## config.mk

```make
export PLATFORM = sky130hd
export DESIGN_NAME = diag_monitor_flat
export DESIGN_NICKNAME = d
export VERILOG_FILES = /design/src/rtl/diag_pkg.sv /design/src/rtl/diag_monitor_if.sv /design/src/rtl/diag_sat_counter.sv /design/src/rtl/diag_monitor.sv /design/src/flat_wrapper.sv
export SDC_FILE = /design/constraint.sdc
export NUM_CORES = 1
export LEC_CHECK = 0
export ABC_AREA = 1
export ABC_CLOCK_PERIOD_IN_PS = 1400
export CAP_MARGIN = 20
export CORE_MARGIN = 3
export CORE_UTILIZATION = 30
export CTS_CLUSTER_DIAMETER = 30
export DETAILED_ROUTE_END_ITERATION = 8
export PLACE_DENSITY = 0.61
export SYNTH_ARGS = -nofsm -noshare
export SYNTH_HDL_FRONTEND = slang
export SYNTH_SLANG_ARGS = --single-unit
```

## constraint.sdc

```tcl
create_clock -name clk -period 1.4 [get_ports clk]
set_input_delay 0.28 -clock clk [delete_from_list [all_inputs] [get_ports clk]]
set_output_delay 0.28 -clock clk [all_outputs]
set_load 0.01 [all_outputs]
```

## src/rtl/diag_pkg.sv

```systemverilog
// Shared encodings for the diag monitor: FSM state, failure cause, default sample width.
// Latency: n/a (types and constants only).
// Backpressure: n/a.
package diag_pkg;

  localparam int DEFAULT_W = 4;

  typedef enum logic [1:0] {
    IDLE  = 2'd0,
    EQUAL = 2'd1,
    AHEAD = 2'd2,
    FAIL  = 2'd3
  } state_e;

  typedef enum logic [1:0] {
    NONE  = 2'd0,
    ORDER = 2'd1,
    HOLD  = 2'd2
  } cause_e;

endpackage

```

## src/rtl/diag_monitor_if.sv

```systemverilog
// Sample bus from the producer under observation into the monitor.
// Latency: n/a (wires only).
// Backpressure: none; the monitor observes every valid sample.
interface diag_monitor_if #(
  parameter int W = diag_pkg::DEFAULT_W
) ();

  logic         valid;
  logic [W-1:0] x;
  logic [W-1:0] y;

  modport master (output valid, x, y);
  modport slave  (input  valid, x, y);

endinterface

```

## src/rtl/diag_sat_counter.sv

```systemverilog
// Saturating up-counter of accepted samples.
// Latency: count reflects an increment one cycle after inc.
// Backpressure: none; increments are dropped once the counter is at its maximum.
module diag_sat_counter #(
  parameter int CW = 8
) (
  input  logic          clk,
  input  logic          reset,
  input  logic          inc,
  output logic [CW-1:0] count
);

  localparam logic [CW-1:0] CNT_MAX = {CW{1'b1}};
  localparam logic [CW-1:0] CNT_ONE = {{(CW-1){1'b0}}, 1'b1};

  logic [CW-1:0] count_q = '0;

  // Count up on each increment request, holding at all-ones instead of wrapping.
  always_ff @(posedge clk) begin
    if (reset) begin
      count_q <= '0;
    end else if (inc && (count_q != CNT_MAX)) begin
      count_q <= count_q + CNT_ONE;
    end
  end

  assign count = count_q;

endmodule

```

## src/rtl/diag_monitor.sv

```systemverilog
// Checks a producer's x/y stream for ordering (x >= y) and y-hold while ahead; sticky FAIL.
// Latency: a sample in cycle N shows in the registered outputs in cycle N+1.
// Backpressure: none; optional fail_x/fail_y trace ports under DIAG_MONITOR_TRACE_EN.
module diag_monitor
  import diag_pkg::*;
#(
  parameter int W  = DEFAULT_W,
  parameter int CW = 8
) (
  input  logic          clk,
  input  logic          reset,
  diag_monitor_if.slave smp,
  output logic [1:0]    state,
  output logic          ok,
  output logic [1:0]    cause,
  output logic [CW-1:0] sample_cnt
`ifdef DIAG_MONITOR_TRACE_EN
  ,
  output logic [W-1:0]  fail_x,
  output logic [W-1:0]  fail_y
`endif
);

  // Initialisers match the reset values so a formal run without a reset cycle starts sane.
  state_e       state_q  = IDLE;
  cause_e       cause_q  = NONE;
  logic         ok_q     = 1'b1;
  logic [W-1:0] prev_y_q = '0;

  state_e state_d;
  cause_e cause_d;
  logic   ok_d;
  logic   enter_fail;

  // State register: all FSM-related state, with reset discarding any simultaneous sample.
  always_ff @(posedge clk) begin
    if (reset) begin
      state_q  <= IDLE;
      cause_q  <= NONE;
      ok_q     <= 1'b1;
      prev_y_q <= '0;
    end else begin
      state_q <= state_d;
      cause_q <= cause_d;
      ok_q    <= ok_d;
      // Previous y tracks every accepted sample, including the one that enters FAIL.
      if (smp.valid) begin
        prev_y_q <= smp.y;
      end
    end
  end

  // Next-state: ORDER is tested before HOLD so it wins when both apply; FAIL never leaves.
  always_comb begin
    state_d = state_q;
    cause_d = cause_q;
    if (smp.valid) begin
      case (state_q)
        IDLE, EQUAL: begin
          if (smp.x < smp.y) begin
            state_d = FAIL;
            cause_d = ORDER;
          end else if (smp.x == smp.y) begin
            state_d = EQUAL;
          end else begin
            state_d = AHEAD;
          end
        end
        AHEAD: begin
          if (smp.x < smp.y) begin
            state_d = FAIL;
            cause_d = ORDER;
          end else if (smp.y != prev_y_q) begin
            state_d = FAIL;
            cause_d = HOLD;
          end else if (smp.x == smp.y) begin
            state_d = EQUAL;
          end else begin
            state_d = AHEAD;
          end
        end
        FAIL: begin
          state_d = FAIL;
          cause_d = cause_q;
        end
        default: begin
          state_d = state_q;
          cause_d = cause_q;
        end
      endcase
    end
  end

  // Output decode: next value of the registered ok flag and the FAIL-entry strobe.
  always_comb begin
    ok_d       = (state_d != FAIL);
    enter_fail = smp.valid && (state_q != FAIL) && (state_d == FAIL);
  end

  diag_sat_counter #(
    .CW (CW)
  ) u_cnt (
    .clk   (clk),
    .reset (reset),
    .inc   (smp.valid),
    .count (sample_cnt)
  );

  assign state = state_q;
  assign cause = cause_q;
  assign ok    = ok_q;

`ifdef DIAG_MONITOR_TRACE_EN
  logic [W-1:0] fail_x_q = '0;
  logic [W-1:0] fail_y_q = '0;

  // Capture the offending sample once, on the transition into FAIL.
  always_ff @(posedge clk) begin
    if (reset) begin
      fail_x_q <= '0;
      fail_y_q <= '0;
    end else if (enter_fail) begin
      fail_x_q <= smp.x;
      fail_y_q <= smp.y;
    end
  end

  assign fail_x = fail_x_q;
  assign fail_y = fail_y_q;
`else
  logic unused_enter_fail;
  assign unused_enter_fail = enter_fail;
`endif

`ifdef FORMAL
  // Safety target for formal: with a well-behaved producer the monitor never trips.
  wire ok_w = ok_q;
  ok_always_high: assert property (@(posedge clk) ok_w);
`endif

endmodule

```

## src/flat_wrapper.sv

```systemverilog
// flat-port wrapper written by rule: the top's interface ports become plain ports
module diag_monitor_flat import diag_pkg::*;
#(
  parameter int W  = DEFAULT_W,
  parameter int CW = 8
)
  (clk, reset, state, ok, cause, sample_cnt, smp_valid, smp_x, smp_y);
  diag_monitor_if #(.W(W)) smp_i ();
  input  logic clk;
  input  logic reset;
  output logic [1:0] state;
  output logic ok;
  output logic [1:0] cause;
  output logic [CW-1:0] sample_cnt;
  input wire logic [$bits(smp_i.valid)-1:0] smp_valid;
  input wire logic [$bits(smp_i.x)-1:0] smp_x;
  input wire logic [$bits(smp_i.y)-1:0] smp_y;
  assign smp_i.valid = smp_valid;
  assign smp_i.x = smp_x;
  assign smp_i.y = smp_y;
  diag_monitor #(.W(W), .CW(CW)) u_core (.clk(clk), .reset(reset), .smp(smp_i), .state(state), .ok(ok), .cause(cause), .sample_cnt(sample_cnt));
endmodule
```

**Yosys cells after proc, flatten, opt, wreduce, memory -nomap -nowiden**

Index checks and enable logic that the tools add are counted.

- Eq/ne operators: 9
- Magnitude comparators: 1
- Reduce and logical (&&, ||, !) cells: 4
- $add $sub $neg: 1
- Mux-type cells: 10
- Bitwise gates (word level): 1

Operators by type and width:

| kind | number |
|---|---|
| 2-bit 2-to-1 mux | 8 |
| 8-bit by 1-bit adder with 8-bit output (second input constant) | 1 |
| 8-bit != test (second input constant) | 1 |
| 2-bit case mux with 3 select lines | 1 |
| 2-bit equality test (second input constant) | 2 |
| 4-bit equality test | 1 |
| 4-bit < comparator | 1 |
| 4-bit != test | 1 |
| 2-bit case mux with 2 select lines | 1 |
| 4-bit AND reduction | 1 |
| 3-bit by 1-bit != test with 1-bit output (second input constant) | 1 |
| 2-bit by 1-bit equality test with 1-bit output (second input constant) | 1 |
| 2-bit zero test | 1 |
| 2-bit by 1-bit != test with 1-bit output (second input constant) | 1 |
| 2-bit != test (second input constant) | 1 |
| 2-bit OR reduction | 1 |
| 1-bit logical AND | 1 |
| 1-bit inverter | 1 |

- Word-level logic and storage cells: 31
- Output and inout bits: 13
- Register bits after elaboration: 17
- Input bits: 11

**Longest topological paths before layout**

- Depth after elaboration: 7
- Depth in mapped cells: 11
- Mapped depth without buffers: 11

**Cells and area by module**

From an unflattened synthesis, not the netlist that was laid out.

- Cell total of the unflattened synthesis: 147
- Area total of the unflattened synthesis: 988.4 sq um

Modules (own cells, without submodules):

| module | instances | cells each | sequential area each (sq um) | area an instance (sq um) |
|---|---|---|---|---|
| diag_monitor | 1 | 70 | 180.2 | 504.2 |
| diag_sat_counter | 1 | 77 | 160.2 | 484.2 |

**Worst setup path after synthesis**

Ideal clock, no wire load.

- Path type: reg-to-reg
- Start point: reg u_core.u_cnt.count_q[0], in the netlist u_core.u_cnt.count[0]
- End point: reg u_core.u_cnt.count_q[3], in the netlist u_core.u_cnt.count[3]
- Data required time: 1.278 ns
- Setup slack: 0.094 ns
- Cell stages (with the launch flop): 8
- Setup time: 0.122 ns
- Path buffers: 0
- Clock period less this slack: 1.306 ns
- Arrival time: 1.185 ns
- Path through: dfxtp_1 -> ha_1 -> nand2_2 -> nor2_4 -> nand2_4 -> nand2_4 -> o21ai_0 -> nor3b_2

- Word-level cells in the longest chain between the ends: 2
- Elaborated cells on any way between the ends: 3
- Classes of those cells: 1 x add/sub; 1 x eq/ne; 1 x reduce/logical

Ends and longest elaborated chain:

| item | RTL line | text |
|---|---|---|
| start: declaration | diag_sat_counter.sv:16 | `logic [CW-1:0] count_q = '0;` |
| start signal: assignment | diag_sat_counter.sv:23 | `count_q <= count_q + CNT_ONE;` |
| branches (longest 2 deep; another with 8-bit by 1-bit adder with 8-bit output) | n/a |  |

Several ways; the timed one is not identified.
A chain may end at the register's enable or synchronous reset.

**Final worst setup path**

- Start point: in smp_x[1]
- End point: reg u_core.state_q[0], in the netlist u_core.state[0]

- Word-level cells in the longest chain between the ends: 6
- Elaborated cells on any way between the ends: 8
- Classes of those cells: 1 x order compare; 1 x eq/ne; 6 x mux

Ends and longest elaborated chain:

| item | RTL line | text |
|---|---|---|
| start: declaration | flat_wrapper.sv:16 | `input wire logic [$bits(smp_i.x)-1:0] smp_x;` |
| 4-bit equality test | diag_monitor.sv:63, diag_monitor.sv:76 |  |
| 2-bit 2-to-1 mux | diag_monitor.sv:63, diag_monitor.sv:76 |  |
| 2-bit 2-to-1 mux | diag_monitor.sv:73 | `end else if (smp.y != prev_y_q) begin` |
| 2-bit 2-to-1 mux | diag_monitor.sv:70 | `if (smp.x < smp.y) begin` |
| 2-bit case mux with 3 select lines * | diag_monitor.sv:58 | `case (state_q)` |
| 2-bit 2-to-1 mux * | diag_monitor.sv:57 | `if (smp.valid) begin` |
| end signal: assignment | diag_monitor.sv:43 | `state_q <= state_d;` |
| end: declaration | diag_monitor.sv:25 | `state_e state_q = IDLE;` |

Every way passes the cells marked *; elsewhere a longest branch is shown, timed or not.

==> results.json <==
{
  "ir_drop_mv": 0.4413,
  "multiInputGateArea_um2": 559.3,
  "n_fill_cell": 296,
  "critPathMaxFanout": 3,
  "port-buffer-count": 23,
  "period_minus_slack_ns": 1.317,
  "grt_use_total": 0.1269,
  "drt_iter0_drc": 19,
  "die_area_um2": 3923,
  "crit_end": "u_core.state[0]",
  "layout-drive-gt1-share": 0.2500,
  "status": "complete, no violations",
  "grt_pass1_wl_um": 4091,
  "ios": 24,
  "cp.required_ns": 1.60,
  "synth_top_cell_by_area": "dfxtp_1",
  "fmax_mhz": 759.3,
  "overflow": 0,
  "first_pass_iters": 4,
  "cts_buffers": 3,
  "grt_pass1_vias": 991,
  "cts_tree": "done",
  "cts.sinks": 17,
  "htree_levels": 1,
  "path_clk_slew_ns": 0.10,
  "n_antenna_cell": 0,
  "wl_per_cell_um": 10.32,
  "num_rows": 19,
  "ant_nets": 0,
  "tightestPinTransition_ns": 0.3585,
  "nNetsFinal": 189,
  "ys_async_sr_fraction": 0,
  "cts_buffer_depth": 2,
  "relSlewSlack": 0.7608,
  "drcViolationCount": 0,
  "start_util": 0.3318,
  "fin_ws_ns": 0.08296,
  "post-synth-top-count-cell": "nand2_1",
  "hold_viol_final": 0,
  "critPathArrivalTime_ns": 1.52,
  "r2r_setup_slack_ns": 0.12,
  "die_x_um": 62.63,
  "synth_edf_count": 0,
  "die_h_um": 62.63,
  "gp_congestion": 0.8174,
  "synth_fp_nets": 151,
  "timing.rr.end": "u_core.u_cnt.count[3]",
  "yosys_most_used_dff": "dfxtp_1",
  "area_growth_pct": 43.17,
  "clk_latency_ns": 0.29,
  "wl_um": 2209,
  "synth_area_um2": 962.2,
  "ff_latch_area_um2": 342.8,
  "vias_per_cell": 4.612,
  "rsz0062_at_grt": "no",
  "setup_viol": 0,
  "crit_type": "input port to register",
  "crit_path_end_kind": "register",
  "maxCapViolCount": 0,
  "yosys-top-cells-area": "dfxtp_1 (35%), nand2_1 (12%), inv_1 (7.0%)",
  "synthCells": 135,
  "ys.warnings.count": 0,
  "slew_violations": 0,
  "pre_cts_ws_ns": -0.5325,
  "grt_max_degree": 12,
  "finalCritPeriodShare": 0.9407,
  "p_per_area_nw_per_um2": 749.9,
  "synth_top_area_frac": 0.3537,
  "r2r_cells": 7,
  "worstReg2RegStart": "u_core.u_cnt.count[0]",
  "p_leak_nw": 0.7197,
  "cp-start-kind": "input port",
  "fp.coreArea_um2": 2900,
  "synth_common_cells": "nand2_1 (30), inv_1 (18), dfxtp_1 (17)",
  "synth.distinct_cells": 25,
  "synth_seq_area_share": 0.3537,
  "ys_seq_elements": 17,
  "cts_root_buf": "clkbuf_4",
  "antenna_found_initial": 0,
  "final_util": 0.4750,
  "dpl.hpwl_um": 1717,
  "critPathLaunch": "smp_x[1]",
  "via_count": 987,
  "avgSynthCellArea_um2": 7.127,
  "clock-skew-final_ns": 0.007008,
  "hp-class": "input port to register"
}
## state kept, by name, summed over array words and instances (netlist names)
signal              cells
u_core.u_cnt.count      8
u_core.ok               1
u_core.state            2
u_core.cause            2
u_core.prev_y_q         4
## final cells by class
type | instances | share of cell area
multi-input cells | 93 | 0.4060
flip-flops and latches | 17 | 0.2489
repair buffers | 36 | 0.2271
inverters | 22 | 0.05995
well taps | 42 | 0.03815
clock buffers | 3 | 0.01635
clock inverters | 1 | 0.003633
## metrics by stage
step	cell area [um^2]	instances	setup TNS, ns	hold WS (ns)	total power [mW]
after global placement	1318	209	-2.229	0.4392	0.7663
after detailed placement	1318	209	-2.478	0.4435	0.7747
final	1378	214	0	0.3228	1.033
after global routing	1378	214	0	0.3407	1.102
after CTS	1351	214	-0.02851	0.4563	1.033
after floorplan	962.2	135	0	0.3424	0.6590
## critical path, cell delays in order
cell,delay (ns)
dlygate4sd2_1,0.23
ha_1,0.28
inv_1,0.04
o21bai_1,0.17
nand2_2,0.10
nand2_4,0.09
nand2_2,0.05
nor2_1,0.09
nand2_1,0.07
nand2_1,0.07
nor2_1,0.04
## per-layer routing
| metal | GRT usage | up-vias | routed length (um) |
|---|---|---|---|
| li1 | - | 513 | - |
| met1 | 0.1466 | 448 | 970 |
| met2 | 0.2170 | 22 | 1116 |
| met3 | 0.03417 | 4 | 85 |
| met4 | 0.05785 | 0 | 36 |
| met5 | 0 | - | 0 |
## cell families (layout without fill, tap and decap cells)
group                      count (synthesis)  in the layout  synth area share
AOI/OAI and AO/OA                         27             27            0.1508
xor gates and xnor gates                   1              1          0.009104
adders and majority gates                  5              5           0.06502
buffers and inverters                     25             62            0.1040
DFF                                       17             17            0.3537
and+or+nand+nor                           60             60            0.3173
## worst min path at each step
stage | start | to | slack, ns | cells past startpoint
floorplan | reset | u_core.cause[1] | 0.34 | 1
global placement | u_core.cause[0] | u_core.cause[0] | 0.44 | 2
detailed placement | u_core.cause[0] | u_core.cause[0] | 0.44 | 2
CTS | u_core.cause[0] | u_core.cause[0] | 0.46 | 2
global route | smp_y[1] | u_core.prev_y_q[1] | 0.34 | 4
finish | smp_y[1] | u_core.prev_y_q[1] | 0.32 | 4
## power by group
| group | switching [mW] | internal, mW | leakage, nW |
|---|---|---|---|
| sequential | 0.0177 | 0.510 | 0.140 |
| clock | 0.159 | 0.106 | 0.0177 |
| combinational | 0.125 | 0.115 | 0.562 |
| total | 0.302 | 0.731 | 0.720 |
## repair_timing
action                                  4_1_cts  5_1_grt
buffers inserted                              1        0
pin swaps                                     7        7
endpoints found under the setup margin       18        5
gates resized for setup                      25        9
hold buffers                                  0        0
## placed cells by master (no fill, tap or decap), drive strengths merged
cell type and instances:
dlymetal6s2s 4, clkbuf 4, nand3 6, nor3 4, o21bai 1, a21oi 14, clkinv 1, dfxtp 17
buf 13, nor2 8, or2 1, clkdlybuf4s50 2, nand2 35, ha 5, o21ai 12, nor3b 1
xor2 1, nand4 5, inv 22, dlygate4sd2 16
No activity file was read; power rests on OpenSTA's default activity.
